File: src/rtl/axi4_lite_master_if.sv
// AXI4-Lite bus bundle between the command-driven master and its slave.
// Protection signals are absent; the slave side ties them off.
interface axi4_lite_master_if #(
  parameter int ADDR_WIDTH = 32,
  parameter int DATA_WIDTH = 32
);
  // write address channel
  logic [ADDR_WIDTH-1:0]   awaddr;
  logic                    awvalid;
  logic                    awready;
  // write data channel
  logic [DATA_WIDTH-1:0]   wdata;
  logic [DATA_WIDTH/8-1:0] wstrb;
  logic                    wvalid;
  logic                    wready;
  // write response channel
  logic [1:0]              bresp;
  logic                    bvalid;
  logic                    bready;
  // read address channel
  logic [ADDR_WIDTH-1:0]   araddr;
  logic                    arvalid;
  logic                    arready;
  // read data channel
  logic [DATA_WIDTH-1:0]   rdata;
  logic [1:0]              rresp;
  logic                    rvalid;
  logic                    rready;

  modport master (
    output awaddr, awvalid, input awready,
    output wdata, wstrb, wvalid, input wready,
    input  bresp, bvalid, output bready,
    output araddr, arvalid, input arready,
    input  rdata, rresp, rvalid, output rready
  );

  modport slave (
    input  awaddr, awvalid, output awready,
    input  wdata, wstrb, wvalid, output wready,
    output bresp, bvalid, input bready,
    input  araddr, arvalid, output arready,
    output rdata, rresp, rvalid, input rready
  );
endinterface

File: src/rtl/axi4_lite_master.sv
// Single-outstanding AXI4-Lite master: turns one user command into one
// AXI4-Lite read or write and returns the completion on the rsp_* port.
// All VALID/READY outputs toward the bus and rsp_valid are registered.
module axi4_lite_master #(
  parameter int ADDR_WIDTH = 32,
  parameter int DATA_WIDTH = 32
) (
  input  logic                    clk,
  input  logic                    reset,
  input  logic                    cmd_valid,
  output logic                    cmd_ready,
  input  logic                    cmd_write,
  input  logic [ADDR_WIDTH-1:0]   cmd_addr,
  input  logic [DATA_WIDTH-1:0]   cmd_wdata,
  input  logic [DATA_WIDTH/8-1:0] cmd_wstrb,
  output logic                    rsp_valid,
  input  logic                    rsp_ready,
  output logic                    rsp_write,
  output logic [DATA_WIDTH-1:0]   rsp_rdata,
  output logic [1:0]              rsp_resp,
  axi4_lite_master_if.master      axi
);

  typedef enum logic [2:0] {
    IDLE,
    WR_REQ,
    WR_RESP,
    RD_REQ,
    RD_RESP,
    DONE
  } state_t;

  state_t state, state_next;

  logic [ADDR_WIDTH-1:0]   hold_addr;
  logic [DATA_WIDTH-1:0]   hold_wdata;
  logic [DATA_WIDTH/8-1:0] hold_wstrb;
  logic                    hold_write;
  logic                    aw_done, w_done;

  logic cmd_fire, aw_hs, w_hs, b_hs, ar_hs, r_hs, wr_req_done;

  assign cmd_ready = (state == IDLE);
  assign cmd_fire  = cmd_valid & cmd_ready;

  // handshakes are qualified by state so early VALIDs from the slave are ignored
  assign aw_hs = (state == WR_REQ)  & axi.awvalid & axi.awready;
  assign w_hs  = (state == WR_REQ)  & axi.wvalid  & axi.wready;
  assign b_hs  = (state == WR_RESP) & axi.bvalid  & axi.bready;
  assign ar_hs = (state == RD_REQ)  & axi.arvalid & axi.arready;
  assign r_hs  = (state == RD_RESP) & axi.rvalid  & axi.rready;

  // AW and W may complete on the same cycle or in either order
  assign wr_req_done = (aw_done | aw_hs) & (w_done | w_hs);

  // the holding registers drive the bus directly, keeping it stable under VALID
  assign axi.awaddr = hold_addr;
  assign axi.araddr = hold_addr;
  assign axi.wdata  = hold_wdata;
  assign axi.wstrb  = hold_wstrb;

  // state register
  always_ff @(posedge clk or posedge reset) begin
    if (reset) state <= IDLE;
    else       state <= state_next;
  end

  // next-state decode
  always_comb begin
    state_next = state;
    case (state)
      IDLE:    if (cmd_fire)    state_next = cmd_write ? WR_REQ : RD_REQ;
      WR_REQ:  if (wr_req_done) state_next = WR_RESP;
      WR_RESP: if (b_hs)        state_next = DONE;
      RD_REQ:  if (ar_hs)       state_next = RD_RESP;
      RD_RESP: if (r_hs)        state_next = DONE;
      DONE:    if (rsp_ready)   state_next = IDLE;
      default:                  state_next = IDLE;
    endcase
  end

  // registered bus controls, holding registers and completion capture
  always_ff @(posedge clk or posedge reset) begin
    if (reset) begin
      hold_addr   <= '0;
      hold_wdata  <= '0;
      hold_wstrb  <= '0;
      hold_write  <= 1'b0;
      aw_done     <= 1'b0;
      w_done      <= 1'b0;
      axi.awvalid <= 1'b0;
      axi.wvalid  <= 1'b0;
      axi.bready  <= 1'b0;
      axi.arvalid <= 1'b0;
      axi.rready  <= 1'b0;
      rsp_valid   <= 1'b0;
      rsp_write   <= 1'b0;
      rsp_rdata   <= '0;
      rsp_resp    <= '0;
    end else begin
      case (state)
        IDLE: begin
          if (cmd_fire) begin
            hold_addr   <= cmd_addr;
            hold_wdata  <= cmd_wdata;
            hold_wstrb  <= cmd_wstrb;
            hold_write  <= cmd_write;
            aw_done     <= 1'b0;
            w_done      <= 1'b0;
            axi.awvalid <= cmd_write;
            axi.wvalid  <= cmd_write;
            axi.arvalid <= ~cmd_write;
          end
        end
        WR_REQ: begin
          if (aw_hs) begin
            axi.awvalid <= 1'b0;
            aw_done     <= 1'b1;
          end
          if (w_hs) begin
            axi.wvalid <= 1'b0;
            w_done     <= 1'b1;
          end
          if (wr_req_done) axi.bready <= 1'b1;
        end
        WR_RESP: begin
          if (b_hs) begin
            axi.bready <= 1'b0;
            rsp_resp   <= axi.bresp;
            rsp_rdata  <= '0;
            rsp_write  <= hold_write;
            rsp_valid  <= 1'b1;
          end
        end
        RD_REQ: begin
          if (ar_hs) begin
            axi.arvalid <= 1'b0;
            axi.rready  <= 1'b1;
          end
        end
        RD_RESP: begin
          if (r_hs) begin
            axi.rready <= 1'b0;
            rsp_rdata  <= axi.rdata;
            rsp_resp   <= axi.rresp;
            rsp_write  <= hold_write;
            rsp_valid  <= 1'b1;
          end
        end
        DONE: begin
          if (rsp_ready) rsp_valid <= 1'b0;
        end
        default: ;
      endcase
    end
  end

endmodule

File: src/flat_wrapper.sv
// flat-port wrapper written by rule: the top's interface ports become plain ports
module axi4_lite_master_flat 
#(
  parameter int ADDR_WIDTH = 32,
  parameter int DATA_WIDTH = 32
)
  (clk, reset, cmd_valid, cmd_ready, cmd_write, cmd_addr, cmd_wdata, cmd_wstrb, rsp_valid, rsp_ready, rsp_write, rsp_rdata, rsp_resp, axi_awaddr, axi_awvalid, axi_awready, axi_wdata, axi_wstrb, axi_wvalid, axi_wready, axi_bresp, axi_bvalid, axi_bready, axi_araddr, axi_arvalid, axi_arready, axi_rdata, axi_rresp, axi_rvalid, axi_rready);
  axi4_lite_master_if #(.ADDR_WIDTH(ADDR_WIDTH), .DATA_WIDTH(DATA_WIDTH)) axi_i ();
  input  logic clk;
  input  logic reset;
  input  logic cmd_valid;
  output logic cmd_ready;
  input  logic cmd_write;
  input  logic [ADDR_WIDTH-1:0] cmd_addr;
  input  logic [DATA_WIDTH-1:0] cmd_wdata;
  input  logic [DATA_WIDTH/8-1:0] cmd_wstrb;
  output logic rsp_valid;
  input  logic rsp_ready;
  output logic rsp_write;
  output logic [DATA_WIDTH-1:0] rsp_rdata;
  output logic [1:0] rsp_resp;
  output wire logic [$bits(axi_i.awaddr)-1:0] axi_awaddr;
  output wire logic [$bits(axi_i.awvalid)-1:0] axi_awvalid;
  input wire logic [$bits(axi_i.awready)-1:0] axi_awready;
  output wire logic [$bits(axi_i.wdata)-1:0] axi_wdata;
  output wire logic [$bits(axi_i.wstrb)-1:0] axi_wstrb;
  output wire logic [$bits(axi_i.wvalid)-1:0] axi_wvalid;
  input wire logic [$bits(axi_i.wready)-1:0] axi_wready;
  input wire logic [$bits(axi_i.bresp)-1:0] axi_bresp;
  input wire logic [$bits(axi_i.bvalid)-1:0] axi_bvalid;
  output wire logic [$bits(axi_i.bready)-1:0] axi_bready;
  output wire logic [$bits(axi_i.araddr)-1:0] axi_araddr;
  output wire logic [$bits(axi_i.arvalid)-1:0] axi_arvalid;
  input wire logic [$bits(axi_i.arready)-1:0] axi_arready;
  input wire logic [$bits(axi_i.rdata)-1:0] axi_rdata;
  input wire logic [$bits(axi_i.rresp)-1:0] axi_rresp;
  input wire logic [$bits(axi_i.rvalid)-1:0] axi_rvalid;
  output wire logic [$bits(axi_i.rready)-1:0] axi_rready;
  assign axi_awaddr = axi_i.awaddr;
  assign axi_awvalid = axi_i.awvalid;
  assign axi_i.awready = axi_awready;
  assign axi_wdata = axi_i.wdata;
  assign axi_wstrb = axi_i.wstrb;
  assign axi_wvalid = axi_i.wvalid;
  assign axi_i.wready = axi_wready;
  assign axi_i.bresp = axi_bresp;
  assign axi_i.bvalid = axi_bvalid;
  assign axi_bready = axi_i.bready;
  assign axi_araddr = axi_i.araddr;
  assign axi_arvalid = axi_i.arvalid;
  assign axi_i.arready = axi_arready;
  assign axi_i.rdata = axi_rdata;
  assign axi_i.rresp = axi_rresp;
  assign axi_i.rvalid = axi_rvalid;
  assign axi_rready = axi_i.rready;
  axi4_lite_master #(.ADDR_WIDTH(ADDR_WIDTH), .DATA_WIDTH(DATA_WIDTH)) u_core (.clk(clk), .reset(reset), .cmd_valid(cmd_valid), .cmd_ready(cmd_ready), .cmd_write(cmd_write), .cmd_addr(cmd_addr), .cmd_wdata(cmd_wdata), .cmd_wstrb(cmd_wstrb), .rsp_valid(rsp_valid), .rsp_ready(rsp_ready), .rsp_write(rsp_write), .rsp_rdata(rsp_rdata), .rsp_resp(rsp_resp), .axi(axi_i));
endmodule
File: config.mk
export PLATFORM = sky130hd
export DESIGN_NAME = axi4_lite_master_flat
export DESIGN_NICKNAME = d
export VERILOG_FILES = /design/src/rtl/axi4_lite_master_if.sv /design/src/rtl/axi4_lite_master.sv /design/src/flat_wrapper.sv
export SDC_FILE = /design/constraint.sdc
export NUM_CORES = 1
export LEC_CHECK = 0
export ABC_CLOCK_PERIOD_IN_PS = 3900
export CAP_MARGIN = 20
export CORE_UTILIZATION = 40
export CTS_CLUSTER_SIZE = 24
export DETAILED_ROUTE_END_ITERATION = 8
export GPL_ROUTABILITY_DRIVEN = 0
export PLACE_DENSITY = 0.79
export SETUP_SLACK_MARGIN = 0.2
export SYNTH_ARGS = -nofsm -noshare
export SYNTH_HDL_FRONTEND = slang
export SYNTH_SLANG_ARGS = --single-unit
File: constraint.sdc
create_clock -name clk -period 3.9 [get_ports clk]
set_input_delay 0.39 -clock clk [delete_from_list [all_inputs] [get_ports clk]]
set_output_delay 0.39 -clock clk [all_outputs]
set_load 0.02 [all_outputs]
* Word-level counts from Yosys, hierarchy flattened
Cells that the tools add are included.
Storage, ports and cells: bits in registers 115, bits of input ports 114, output and inout port bits 142, word-level logic and storage cells 100
Cells by class: equality and inequality tests 13, muxes and demuxes 40, bitwise operators 15, reduce and logical (&&, ||, !) cells 16
Operator list (number):
- $mux 32 | 2
- $pmux 32 s2 | 1
- $mux 3 | 6
- $pmux 3 s6 | 1
- $reduce_and 3->1 | 6
- $mux 1 | 17
- $pmux 1 s2 | 8
- $and 1x1->1 | 12
- $ne 2x1->1 const B | 6
- $reduce_bool 2->1 | 5
- $eq 3x2->1 const B | 2
- $eq 3x3->1 const B | 2
- $mux 2 | 3
- $reduce_and 6->1 | 1
- $ne 2x2->1 const B | 2
- $pmux 2 s2 | 1
- $reduce_and 4->1 | 1
- $eq 3x1->1 const B | 1
- $logic_not 3->1 | 1
- $pmux 1 s3 | 1
- $reduce_bool 3->1 | 1
- $or 1x1->1 | 2
- $reduce_and 2->1 | 1
- $not 1->1 | 1

* Longest topological paths before layout
Gate-level depths: netlist of the first run.
depth after elaboration 7, gate-level depth with buffers 6, depth with buffers taken out 3

* Worst setup path after synthesis of the first run
Ideal clock, no wire load.
path kind reg-to-reg, start register u_core.state[0], end register u_core.hold_addr[0], in the netlist u_core.axi.araddr[0], library setup time 0.127 ns, data arrival time 1.483 ns, data required time 3.773 ns, path slack 2.290 ns, stages on the path, launching flop included 6, buffers on the path 3, period minus slack after synthesis 1.610 ns, path through dfrtp_1 buf_2 nor4b_2 buf_4 buf_6 mux2_1
On the way: longest elaborated chain between the ends 3
RTL lines:
- start, declared | line axi4_lite_master.sv:33 | state_t state, state_next;
- start signal, assigned | line axi4_lite_master.sv:65 | else state <= state_next;
- $logic_not 3->1 * | line axi4_lite_master.sv:43, axi4_lite_master.sv:101
- $and 1x1->1 | line axi4_lite_master.sv:44 | assign cmd_fire = cmd_valid & cmd_ready;
- $reduce_and 2->1 (no line) *
- end signal, assigned | line axi4_lite_master.sv:104 | hold_addr <= cmd_addr;
- end, declared | line axi4_lite_master.sv:35 | logic [ADDR_WIDTH-1:0] hold_addr;
Mark *: on every way between the ends. The rest lies on a longest branch, timed or not. A chain may end at the register's enable or synchronous reset.

* Worst setup path after layout of the first run
start register u_core.state[2], end register u_core.rsp_rdata[13]
On the way: longest elaborated chain between the ends 5, elaborated cells between the ends (all ways) 11, classes of those cells eq/ne: 4; mux: 1; bitwise: 4; reduce/logical: 2
RTL lines:
- $eq 3x2->1 / $eq 3x3->1 (equally long branches) | line axi4_lite_master.sv:49, axi4_lite_master.sv:101, axi4_lite_master.sv:51
- $and 1x1->1 (on tied branches) (2 in a row) | line axi4_lite_master.sv:49, axi4_lite_master.sv:51
- $ne 2x1->1 (no line)
- $reduce_and 3->1 (no line)
- end signal, assigned | line axi4_lite_master.sv:144 | rsp_rdata <= axi.rdata;
- end, declared | line axi4_lite_master.sv:19 | output logic [DATA_WIDTH-1:0] rsp_rdata,
Parallel ways exist; a longest one is shown, timed or not.

==> results of run 1 <==
-- cell usage after synthesis, types with 2 or more instances --
| library cell | n | area [sq um] |
|---|---|---|
| dfrtp_1 | 115 | 2880 |
| mux2_1 | 70 | 788 |
| inv_1 | 38 | 143 |
| nand2_1 | 35 | 131 |
| buf_4 | 33 | 248 |
| mux2i_1 | 32 | 320 |
| buf_6 | 8 | 90.1 |
| a21oi_1 | 6 | 30.0 |
| clkbuf_1 | 4 | 15.0 |
| mux2_2 | 4 | 45.0 |
| nor2_1 | 4 | 15.0 |
| a31oi_1 | 3 | 18.8 |
| buf_12 | 3 | 60.1 |
| o21ai_0 | 3 | 15.0 |
| a221oi_1 | 2 | 17.5 |
| a22o_1 | 2 | 17.5 |
| a22oi_1 | 2 | 15.0 |
| a2bb2oi_1 | 2 | 17.5 |
| and2_1 | 2 | 12.5 |
| buf_2 | 2 | 10.0 |
| nand2b_1 | 2 | 12.5 |
| nor3b_2 | 2 | 25.0 |
| o21bai_1 | 2 | 15.0 |
| o2bb2ai_1 | 2 | 17.5 |
-- final cells by class --
| type | count | area [sq um] |
|---|---|---|
| inverters | 38 | 145 |
| repair buffers | 259 | 2610 |
| flip-flops and latches | 115 | 2880 |
| fillers | 954 | 4100 |
| clock inverters | 9 | 151 |
| clock buffers | 23 | 478 |
| well taps | 168 | 210 |
| multi-input cells | 188 | 1650 |
-- layer usage --
metal  share of wire  GRT usage
met1            0.37      0.211
met3           0.080     0.0646
met2            0.53      0.352
met5               0          0
met4           0.018     0.0831
-- kinds of logic (layout without fill, tap and decap cells) --
logic type | Yosys count | count (layout) | share of synthesized area
and+or+nand+nor | 51 | 51 | 0.0496
DFF | 115 | 115 | 0.567
AOI/OAI and AO/OA | 31 | 31 | 0.0444
muxes | 106 | 106 | 0.227
buffers and inverters | 88 | 329 | 0.111
-- power breakdown --
part	switching [mW]	total (mW)	internal [mW]	leakage (nW)
sequential	0.410	2.20	1.79	1.39
clock	0.516	1.63	1.12	0.307
combinational	1.72	3.51	1.79	1.66
-- critical path: cells and delay by family, from the launching register on --
family,cells,cell delay (ps)
flops,1,570
buf+inv,2,820
mux,1,260
compound gates,1,430
simple gates,1,240
-- stage by stage --
stage | power [mW] | hold WS, ps
after CTS | 7.43 | 485
after floorplan | 4.16 | 454
after global routing | 7.71 | 496
final | 7.34 | 454
after global placement | 5.65 | 466
after detailed placement | 5.75 | 474
-- how the worst max path moves through the flow --
stage,end,depth (start not counted)
2_1_floorplan,u_core.aw_done,1
6_report,u_core.rsp_rdata[13],5
5_1_grt,u_core.rsp_rdata[17],5
4_1_cts,u_core.rsp_rdata[13],5
3_5_place_dp,u_core.rsp_rdata[13],5
3_3_place_gp,u_core.rsp_rdata[11],5
-- registers in the layout, indices dropped and copies added (netlist names) --
| name | flops |
|---|---|
| u_core.axi.wstrb | 4 |
| u_core.axi.rready | 1 |
| u_core.hold_write | 1 |
| u_core.axi.awvalid | 1 |
| u_core.w_done | 1 |
| u_core.rsp_resp | 2 |
| u_core.axi.wdata | 32 |
| u_core.axi.bready | 1 |
| u_core.axi.araddr | 32 |
| u_core.rsp_rdata | 32 |
| u_core.state | 3 |
| u_core.axi.wvalid | 1 |
| u_core.rsp_write | 1 |
| u_core.aw_done | 1 |
| u_core.rsp_valid | 1 |
| u_core.axi.arvalid | 1 |
==> impl_metrics.tcl, run 1 <==
set metrics [dict create \
    final_area_sq_um 8120 \
    cp.arrival_ps 2730 \
    report.final.hold_viol_count 0 \
    drt-wirelength-per-cell_um 15.8 \
    ctsResizeCount 0 \
    power.leakage_nw 3.35 \
    die-area_sq_um 13100 \
    yosys_warnings 0 \
    stdcell_count 800 \
    cellPowerDensity_nw_per_um2 904 \
    cts_tree "built" \
    slew_headroom 0.536 \
    syn2layout_area_growth_pct 60.0 \
    crit_top_cell "buf_4" \
    fin_crit_ps 2420 \
    drc 0 \
    rr_startpoint "u_core.state[2]" \
    wl_um 12600 \
    cp-start-kind "flop" \
    syn_inst 391 \
    ir_drop_mv 0.416 \
    postCtsSetupRepairBufs 0 \
    via_per_inst 4.72 \
    ys_seq_area_frac 0.567 \
    reg2reg_depth 5 \
    tightestPinTransition_ps 696 \
    antenna_found_initial 0 \
    slowest_stage "dfrtp_1" \
    cts_buffer_depth 2 \
    antenna_left 0 \
    finish.utilization 0.665 \
    fin_crit_sh 0.621 \
    pin_count 256 \
    rsz0062_at_grt "false" \
    fin_tns_setup_ps 0 \
    synth_edf_count 0 \
    grt_pass1_wl_um 19700 \
    ys.flop_type "dfrtp_1" \
    drv_cap 0 \
    critical_path_class "reg2reg" \
    nets 733 \
    overflow 0 \
    path_cells "nor3b_4, buf_4, a32o_2, buf_4, mux2i_1" \
    async_reset_ff_frac 1.00 \
    cts_root_buf "clkbuf_16" \
    maxClockFrequency_ghz 0.413 \
    drt_iter0_markers 104 \
    firstDrtPassIters 4 \
    grt_max_degree 73 \
    die_w_um 115 \
    vias 3777 \
    cpPeakStageDelay_ps 570 \
    dp_slack_ps 1500 \
    crit_path_start "u_core.state[2]" \
    start_util 0.415 \
    grt_pass1_vias 3953 \
    drv_slew 0 \
    worst_ep_required_time_ps 4210 \
    cts.clk_slew.worst_paths_ps 50 \
    syn_nets 505 \
    cts_sinks 115 \
    rrSetupSlack_ps 1480 \
    synth_cell_types 37 \
    drive_gt1_frac 0.0680 \
    coreArea_sq_um 12200 \
    skew_ps 12.4 \
    grt_usage 0.196 \
    port-buffer-count 255 \
    setup_ws_ps 1480 \
    worstPathMaxFanout 35 \
    avgSynthCellArea_sq_um 13.0 \
    fp-row-count 40 \
    layout_common_cells "255 x clkdlybuf4s50_1, 115 x dfrtp_1, 70 x mux2_1, 37 x inv_1, 35 x nand2_1" \
    antenna_cells 0 \
    endpoint_kind "flop" \
    dpl-instance-area_sq_um 7490 \
    cts_buffers 17 \
    die_h_um 115 \
    final_common_cell "clkdlybuf4s50_1" \
    dpl.hpwl_um 9160 \
    status "finished clean" \
    ctsHoldBuffers 0 \
    synthesis.area_sq_um 5070 \
    clock_latency_ps 400 \
    placed_cells 768 \
    synth.ff_latch_count 115 \
    reg2reg_to "u_core.rsp_rdata[13]" \
    setup_viol 0 \
    cts.htree.levels 4 \
    hold_path_class "in2async" \
]
(Power assumes the default switching activity.)
==> run 2: changes to the inputs <==
--- a/config.mk
+++ b/config.mk
@@ -5,13 +5,13 @@
 export SDC_FILE = /design/constraint.sdc
 export NUM_CORES = 1
 export LEC_CHECK = 0
-export ABC_CLOCK_PERIOD_IN_PS = 3900
+export ABC_CLOCK_PERIOD_IN_PS = 2100
 export CAP_MARGIN = 20
-export CORE_UTILIZATION = 40
+export CORE_UTILIZATION = 36
 export CTS_CLUSTER_SIZE = 24
 export DETAILED_ROUTE_END_ITERATION = 8
 export GPL_ROUTABILITY_DRIVEN = 0
-export PLACE_DENSITY = 0.79
+export PLACE_DENSITY = 0.75
 export SETUP_SLACK_MARGIN = 0.2
 export SYNTH_ARGS = -nofsm -noshare
 export SYNTH_HDL_FRONTEND = slang
==> constraint.sdc (replaced) <==
create_clock -name clk -period 2.1 [get_ports clk]
set_input_delay 0.21 -clock clk [delete_from_list [all_inputs] [get_ports clk]]
set_output_delay 0.21 -clock clk [all_outputs]
set_load 0.02 [all_outputs]
==> impl_metrics.tcl, run 2 (synthesis results as in run 1) <==
set metrics [dict create \
    status "finished clean" \
    reg2reg_to "u_core.axi.araddr[14]" \
    antenna_found_initial 0 \
    p_total_mw 13.6 \
    stdcell_count 825 \
    m1WireLength_um 4880 \
    cts.clk_slew.worst_paths_ps 50 \
    dp_slack_ps 167 \
    drt-wirelength-per-cell_um 15.3 \
    start_util 0.367 \
    hold_path_class "in2async" \
    clock_latency_ps 410 \
    drv_cap 0 \
    drv_slew 0 \
    port-buffer-count 255 \
    die_w_um 121 \
    cts.htree.levels 4 \
    crit_buf_inv 2 \
    pin_count 256 \
    met2_length_um 6680 \
    crit_path_start "u_core.state[0]" \
    dpl-instance-area_sq_um 7620 \
    fp-row-count 43 \
    crit_top_cell "buf_12" \
    worstPathMaxFanout 25 \
    cts_sinks 115 \
    cp.arrival_ps 2110 \
    ir_drop_mv 0.896 \
    cp_top_family "flip-flops" \
    rr_startpoint "u_core.state[0]" \
    wl_um 12600 \
    dpl.hpwl_um 9380 \
    via_per_inst 4.68 \
    placed_cells 792 \
    vias 3858 \
    grt_pass1_vias 4028 \
    cts_buffer_depth 2 \
    drc 0 \
    cts_tree "built" \
    endpoint_kind "flop" \
    drive_gt1_frac 0.0884 \
    grt_pass1_wl_um 20400 \
    antenna_left 0 \
    fin_tns_setup_ps 0 \
    path_cells "nor4b_4, buf_12, buf_12, mux2_1" \
    antenna_cells 0 \
    tightestPinTransition_ps 609 \
    reg2reg_depth 4 \
    cts_root_buf "clkbuf_16" \
    cts_buffers 17 \
    rrSetupSlack_ps 270 \
    rsz0062_at_grt "false" \
    setup_ws_ps 273 \
    fin_crit_sh 0.870 \
    wl_met3_um 861 \
    timing.hold.ws_ps 347 \
    ctsHoldBuffers 0 \
    overflow 0 \
    grt_max_degree 116 \
    syn2layout_area_growth_pct 61.8 \
    die-area_sq_um 14600 \
    drt_iter0_markers 124 \
    grt_usage 0.184 \
    coreArea_sq_um 13800 \
    skew_ps 6.16 \
    power.leakage_nw 3.41 \
    worst_ep_required_time_ps 2390 \
    final_common_cell "clkdlybuf4s50_1" \
    critical_path_class "reg2reg" \
    setup_viol 0 \
    firstDrtPassIters 4 \
    cellPowerDensity_nw_per_um2 1650 \
    layout_common_cells "254 x clkdlybuf4s50_1, 114 x dfrtp_1, 70 x mux2_1, 37 x inv_1, 35 x nand2_1" \
    report.final.hold_viol_count 0 \
    nets 746 \
    top_layer "met4" \
    slew_headroom 0.594 \
    cp-start-kind "flop" \
    slowest_stage "dfrtp_1" \
    finish.utilization 0.594 \
    final_area_sq_um 8210 \
    die_h_um 121 \
    maxClockFrequency_ghz 0.547 \
    fin_crit_ps 1830 \
    cpPeakStageDelay_ps 530 \
]
-- run 2: cell count changes in the layout (fill, tap and decap cells not counted), moves of 2 or more --
cell,change
clkinvlp_4,+2
clkinv_2,+3
clkbuf_8,-2
buf_4,+11
buf_12,+2
-- run 2: power breakdown --
group          leakage, nW  switching, mW  internal (mW)
Combinational         1.73           3.23           3.41
Sequential            1.39          0.731           3.33
Clock                0.286          0.979           1.88
Total                 3.41           4.94           8.62
-- run 2: metal layers --
layer / vias to the layer above / GRT usage
li1: 1772 / -
met1: 1904 / 0.208
met2: 163 / 0.321
met3: 19 / 0.0623
met4: 0 / 0.0702
met5: - / 0
-- run 2: layout make-up --
cell class,instances,area (sq um)
flip-flops and latches,115,2880
clock buffers,21,450
well taps,180,225
repair buffers,272,2730
clock inverters,11,135
multi-input cells,188,1650
inverters,38,146
fillers,1086,5620
-- run 2: worst max-delay path by stage --
| stage | end | slack, ps | cells after the start |
|---|---|---|---|
| final | u_core.axi.araddr[14] | 270 | 4 |
| after global routing | u_core.axi.araddr[19] | 200 | 4 |
| after CTS | u_core.axi.araddr[14] | 260 | 4 |
| after detailed placement | u_core.axi.araddr[14] | 170 | 5 |
| after global placement | u_core.axi.araddr[20] | 200 | 5 |
| after floorplan | u_core.aw_done | 490 | 1 |
-- run 2: timing repair --
| action | in CTS | in global routing |
|---|---|---|
| pin swaps | 1 | 1 |
| setup endpoints to repair | 7 | 1 |
| setup buffers | 1 | 0 |
| gates resized for setup | 2 | 0 |
-- run 2: worst reg2reg max path, delay by kind of cell, from the launching register on --
| kind | cells | cell delay [ps] |
|---|---|---|
| flip-flops | 1 | 530 |
| multiplexers | 1 | 350 |
| AND/OR/NAND/NOR | 1 | 410 |
| buffers and inverters | 2 | 410 |
